`src/rtl/md_pkg.sv`:
```
// Shared encodings and defaults for the multiply/divide issue sequencer.
package md_pkg;

    typedef enum logic [1:0] {
        ST_IDLE   = 2'd0,
        ST_LAUNCH = 2'd1,
        ST_WAIT   = 2'd2,
        ST_WB     = 2'd3
    } md_state_e;

    typedef enum logic {
        KIND_MUL = 1'b0,
        KIND_DIV = 1'b1
    } md_kind_e;

    localparam int REG_W            = 5;
    localparam int DEF_MUL_EXC_CODE = 4;
    localparam int DEF_DIV_EXC_CODE = 5;
    localparam int DEF_STATUS_REG   = 30;

    // A simultaneous MUL and DIV issue resolves to DIV.
    function automatic md_kind_e issueKind(input logic issueDiv);
        return issueDiv ? KIND_DIV : KIND_MUL;
    endfunction

endpackage

```
`src/rtl/dffe_ref.sv`:
```
// Reference enable-gated flop bank with asynchronous active-high clear.
module dffe_ref #(
    parameter int W = 1
) (
    input  logic         clk,
    input  logic         rst,
    input  logic         en,
    input  logic [W-1:0] d,
    output logic [W-1:0] q
);

    always_ff @(posedge clk or posedge rst) begin
        if (rst) begin
            q <= '0;
        end else if (en) begin
            q <= d;
        end
    end

endmodule

```
`src/rtl/md_operand_latch.sv`:
```
// Operand/destination/kind holding registers, loaded once per accepted issue.
module md_operand_latch
    import md_pkg::*;
#(
    parameter int DATA_W = 32
) (
    input  logic              clk,
    input  logic              rst,
    input  logic              en,
    input  logic [DATA_W-1:0] aIn,
    input  logic [DATA_W-1:0] bIn,
    input  logic [REG_W-1:0]  destIn,
    input  md_kind_e          kindIn,
    output logic [DATA_W-1:0] aOut,
    output logic [DATA_W-1:0] bOut,
    output logic [REG_W-1:0]  destOut,
    output md_kind_e          kindOut
);

    logic kindQ;

    dffe_ref #(.W(DATA_W)) uA (
        .clk (clk),
        .rst (rst),
        .en  (en),
        .d   (aIn),
        .q   (aOut)
    );

    dffe_ref #(.W(DATA_W)) uB (
        .clk (clk),
        .rst (rst),
        .en  (en),
        .d   (bIn),
        .q   (bOut)
    );

    dffe_ref #(.W(REG_W)) uDest (
        .clk (clk),
        .rst (rst),
        .en  (en),
        .d   (destIn),
        .q   (destOut)
    );

    dffe_ref #(.W(1)) uKind (
        .clk (clk),
        .rst (rst),
        .en  (en),
        .d   (kindIn),
        .q   (kindQ)
    );

    assign kindOut = md_kind_e'(kindQ);

endmodule

```
`src/rtl/md_sequencer.sv`:
```
// Issue/writeback sequencer for the iterative multiplier and divider.
// Optional WAIT timeout abort is enabled by defining MD_TIMEOUT_EN.
module md_sequencer
    import md_pkg::*;
#(
    parameter int DATA_W       = 32,
    parameter int TIMEOUT      = 40,
    parameter int MUL_EXC_CODE = DEF_MUL_EXC_CODE,
    parameter int DIV_EXC_CODE = DEF_DIV_EXC_CODE,
    parameter int STATUS_REG   = DEF_STATUS_REG
) (
    input  logic              clk,
    input  logic              reset,
    input  logic              issue_mult,
    input  logic              issue_div,
    input  logic [DATA_W-1:0] op_a,
    input  logic [DATA_W-1:0] op_b,
    input  logic [REG_W-1:0]  dest_in,
    input  logic              flush,
    input  logic              md_ready,
    input  logic [DATA_W-1:0] md_result,
    input  logic              md_exception,
    output logic              start_mult,
    output logic              start_div,
    output logic [DATA_W-1:0] md_a,
    output logic [DATA_W-1:0] md_b,
    output logic              md_interrupt,
    output logic              stall,
    output logic              wb_valid,
    output logic [REG_W-1:0]  wb_reg,
    output logic [DATA_W-1:0] wb_data
);

    md_state_e         state;
    md_kind_e          kindQ;
    logic [REG_W-1:0]  destQ;
    logic              firstWait;
    logic              accept;
    logic [DATA_W-1:0] excData;

    assign accept  = (state == ST_IDLE) && (issue_mult || issue_div) && !flush;
    assign excData = (kindQ == KIND_DIV) ? DATA_W'(DIV_EXC_CODE) : DATA_W'(MUL_EXC_CODE);

    md_operand_latch #(.DATA_W(DATA_W)) uLatch (
        .clk     (clk),
        .rst     (reset),
        .en      (accept),
        .aIn     (op_a),
        .bIn     (op_b),
        .destIn  (dest_in),
        .kindIn  (issueKind(issue_div)),
        .aOut    (md_a),
        .bOut    (md_b),
        .destOut (destQ),
        .kindOut (kindQ)
    );

`ifdef MD_TIMEOUT_EN
    localparam int CNT_W = $clog2(TIMEOUT + 1);

    logic [CNT_W-1:0] waitCnt;
    logic             timedOut;

    assign timedOut = (waitCnt == CNT_W'(TIMEOUT));

    always_ff @(posedge clk or posedge reset) begin
        if (reset) begin
            waitCnt <= '0;
        end else if (state == ST_LAUNCH) begin
            waitCnt <= '0;
        end else if (state == ST_WAIT && !timedOut) begin
            waitCnt <= waitCnt + 1'b1;
        end
    end
`endif

    always_ff @(posedge clk or posedge reset) begin
        if (reset) begin
            state        <= ST_IDLE;
            firstWait    <= 1'b0;
            start_mult   <= 1'b0;
            start_div    <= 1'b0;
            md_interrupt <= 1'b0;
            stall        <= 1'b0;
            wb_valid     <= 1'b0;
            wb_reg       <= '0;
            wb_data      <= '0;
        end else begin
            start_mult   <= 1'b0;
            start_div    <= 1'b0;
            md_interrupt <= 1'b0;
            wb_valid     <= 1'b0;
            case (state)
                ST_IDLE: begin
                    if (accept) begin
                        state      <= ST_LAUNCH;
                        stall      <= 1'b1;
                        start_div  <= issue_div;
                        start_mult <= !issue_div;
                    end
                end
                ST_LAUNCH: begin
                    if (flush) begin
                        state        <= ST_IDLE;
                        stall        <= 1'b0;
                        md_interrupt <= 1'b1;
                    end else begin
                        state     <= ST_WAIT;
                        firstWait <= 1'b1;
                    end
                end
                ST_WAIT: begin
                    firstWait <= 1'b0;
                    // A ready still high from the previous op must not complete this one.
                    if (flush) begin
                        state        <= ST_IDLE;
                        stall        <= 1'b0;
                        md_interrupt <= 1'b1;
                    end else if (md_ready && !firstWait) begin
                        state    <= ST_WB;
                        wb_valid <= 1'b1;
                        if (md_exception) begin
                            wb_reg  <= REG_W'(STATUS_REG);
                            wb_data <= excData;
                        end else begin
                            wb_reg  <= destQ;
                            wb_data <= md_result;
                        end
                    end
`ifdef MD_TIMEOUT_EN
                    else if (timedOut) begin
                        state        <= ST_WB;
                        md_interrupt <= 1'b1;
                        wb_valid     <= 1'b1;
                        wb_reg       <= REG_W'(STATUS_REG);
                        wb_data      <= excData;
                    end
`endif
                end
                ST_WB: begin
                    // Already committed: a flush here does not cancel the beat.
                    state   <= ST_IDLE;
                    stall   <= 1'b0;
                    wb_reg  <= '0;
                    wb_data <= '0;
                end
            endcase
        end
    end

endmodule
```
`config.mk`:
```
export PLATFORM = sky130hd
export DESIGN_NAME = md_sequencer
export DESIGN_NICKNAME = d
export VERILOG_FILES = /design/src/rtl/md_pkg.sv /design/src/rtl/dffe_ref.sv /design/src/rtl/md_operand_latch.sv /design/src/rtl/md_sequencer.sv
export SDC_FILE = /design/constraint.sdc
export NUM_CORES = 1
export LEC_CHECK = 0
export BUFFER_PORTS_ARGS = -buffer_cell sky130_fd_sc_hd__clkbuf_2
export CAP_MARGIN = 10
export CORE_MARGIN = 2
export CORE_UTILIZATION = 46
export CTS_CLUSTER_DIAMETER = 200
export DETAILED_ROUTE_END_ITERATION = 8
export HOLD_SLACK_MARGIN = 0.15
export PLACE_DENSITY = 0.85
export SYNTH_ARGS = -nofsm -noshare
export SYNTH_HDL_FRONTEND = slang
export SYNTH_SLANG_ARGS = --single-unit
```
`constraint.sdc`:
```
create_clock -name clk -period 5.5 [get_ports clk]
set_input_delay 1.1 -clock clk [delete_from_list [all_inputs] [get_ports clk]]
set_output_delay 1.1 -clock clk [all_outputs]
set_load 0.03 [all_outputs]
```
==> reports/summary.txt <==
Synth area leader: dfrtp_1
syn nets: 613
Syn. warnings: 0
asr flop ratio synth: 100%
routed length per instance: 12.6 um
share of layout cells above drive strength 1: 34.9%
maximum clock path buffer count: 2
worst skew pair latency: 0.51 ns
P per Cell Area: 644 mW/mm^2
Peak Freq: 451 MHz
first drt pass iteration count: 6
RSZ-0062 raised after global routing: no
WL final: 10800 um
leakage: 3.59 nW
synthesized flop and latch total: 115
IO Pins: 214
Startpoint Class: register
crit path max-delay cell type: dfrtp_1
PortBufs: 213
register area share after synthesis: 63.3%
Top FF cell, synth: dfrtp_1
Final Instance Area: 0.00630 mm^2
status: complete, no violations
initial drt markers: 120
Post-synth EDFFs: 0
largest net degree at the start of global routing: 72
Synth cell types: 27
gr usage total: 20.1%
clock-pin slew on the worst setup and hold paths: 0.06 ns
Crit Path Class: register to output port
Mapped Avg Cell Area: 9.09 um^2
Chip Height: 103 um
Synth top area share: 63.3%
Post-DP Area: 0.00569 mm^2
setup TNS: 0 ns
crit path capture type: output port
Synth Instances: 500
# fillers: 775
VDD IR max: 0.316 mV
CP Data Arrival Time: 1.12 ns
grt ovf: 0
die footprint: 0.0107 mm^2
CP Data Required Time: 4.40 ns
Initial Util: 46.9%
endpoints failing hold: 0
Max Cap Viol: 0
top flop regs: uLatch.uA.q (32), uLatch.uB.q (32), wb_data (32)
reg2reg setup slack: 3.38 ns
multi-input gate area in the final layout: 0.00153 mm^2
nets@finish: 822
Netlist Area Pre-Place: 0.00454 mm^2
Min Clock Period, post-route: 2.22 ns
Seq. cell area: 0.00288 mm^2
via count: 4008
TritonCTS clock tree: built
top cells by area, synth: dfrtp_1, nand2_1, o21ai_1
Final HPWL DP: 7480 um
number of cell rows: 36
hold crit path type: register to register
worst-path cell chain: clkbuf_2
first-pass GRT wire length: 16300 um
Vias/cell: 4.69
Final setup viols: 0
Setup Fix Bufs, Post-CTS: 0
Worst Path Buf+Inv: 1
depth of the CTS H-tree: 4
Worst Clk Skew: 0.00943 ns
CTS buffer count: 17
Die Span X: 103 um
CTS Hold Bufs: 0
Worst Path Max Fanout: 2
max incr delay on CP: 0.38 ns
Final period util: 40.4%
number of max-slew violations in the final report: 0
sinks on the clock net: 115
synthesis-to-finish area growth: 38.6%
Slew HR: 23.9%
Root Driver: clkbuf_8
core area: 0.00968 mm^2
vias in the first global route: 3722
CP delay by family, top: flip-flops
initial antenna violation count: 0
post-cts sizing count: 0
n_diodes: 0
ANT nets after route: 0
gpl congestion: 0.787
worst slew pin tran: 1.14 ns
DRC: 0
## cell usage after synthesis (3+ instances only)
cell type,n
nor2_1,9
o21ai_1,22
nand2_1,276
buf_4,3
dfrtp_1,115
clkbuf_1,7
nand2b_1,3
buf_2,17
inv_1,5
o21ai_0,17
ha_1,5
## worst min-delay path, stage by stage (launching register included)
cell,delay [ns]
dfrtp_1,0.34
nand2_1,0.05
nand2_1,0.05
## stage by stage
step	utilization, %	hold slack (ns)	std cells	worst slack, ns	power, mW
2_1_floorplan	-	0.446	500	1.36	2.47
3_3_place_gp	58.8	0.459	823	2.94	2.90
3_5_place_dp	58.8	0.462	823	2.86	2.96
4_1_cts	65.1	0.477	855	3.26	4.11
5_1_grt	65.1	0.493	855	3.24	4.32
6_report	65.1	0.474	855	3.28	4.06
## power by group
part | internal [mW] | switching, mW | leakage (nW)
Sequential | 1.19 | 0.194 | 1.46
Clock | 0.756 | 0.363 | 0.295
Combinational | 0.436 | 1.12 | 1.84
## path summary, 6_finish.rpt
path                                 start              end  depth (start not counted)
min reg2reg                uLatch.uA.q[13]  uLatch.uA.q[13]                          2
max                        uLatch.uB.q[25]         md_b[25]                          1
min                        uLatch.uA.q[13]  uLatch.uA.q[13]                          2
max in group asynchronous            reset  uLatch.uB.q[26]                          3
max reg2reg                       state[0]   uLatch.uB.q[2]                          6
min in group asynchronous            reset      wb_data[24]                          2
## cells by family after synthesis
group	share of synthesized area [%]
AND/OR/NAND/NOR	25.6
multiplexers	0.441
buffers and inverters	3.36
adder cells (fa/ha/maj)	1.38
AO/OA/AOI/OAI	5.86
flip-flops	63.3
## layer usage
layer	global-route usage, %	part of all wire (%)
met5	0	0
met4	9.62	1.5
met3	6.79	7.4
met2	34.8	49
met1	22.1	42
## cells in the final DEF, fill, tap and decap left out, drive strengths merged
| cell type | n |
|---|---|
| a21o | 1 |
| a21oi | 4 |
| a31oi | 1 |
| and2 | 1 |
| and3b | 1 |
| and4bb | 1 |
| buf | 4 |
| bufinv | 4 |
| clkbuf | 235 |
| clkinv | 4 |
| clkinvlp | 2 |
| dfrtp | 115 |
| ha | 5 |
| inv | 5 |
| mux2i | 2 |
| nand2 | 276 |
| nand2b | 3 |
| nand3 | 1 |
| nand3b | 1 |
| nor2 | 9 |
| nor3b | 3 |
| o211ai | 2 |
| o21a | 1 |
| o21ai | 39 |
| o31ai | 1 |
| or3b | 1 |
## cell type report
type                    instances  area share, %
flip-flops and latches        115           45.7
multi-input cells             353           24.3
repair buffers                217           17.4
clock buffers                  22           7.19
well taps                     133           2.64
clock inverters                10           2.46
inverters                       5          0.338
Note: power is estimated with default switching activity, not from simulation.
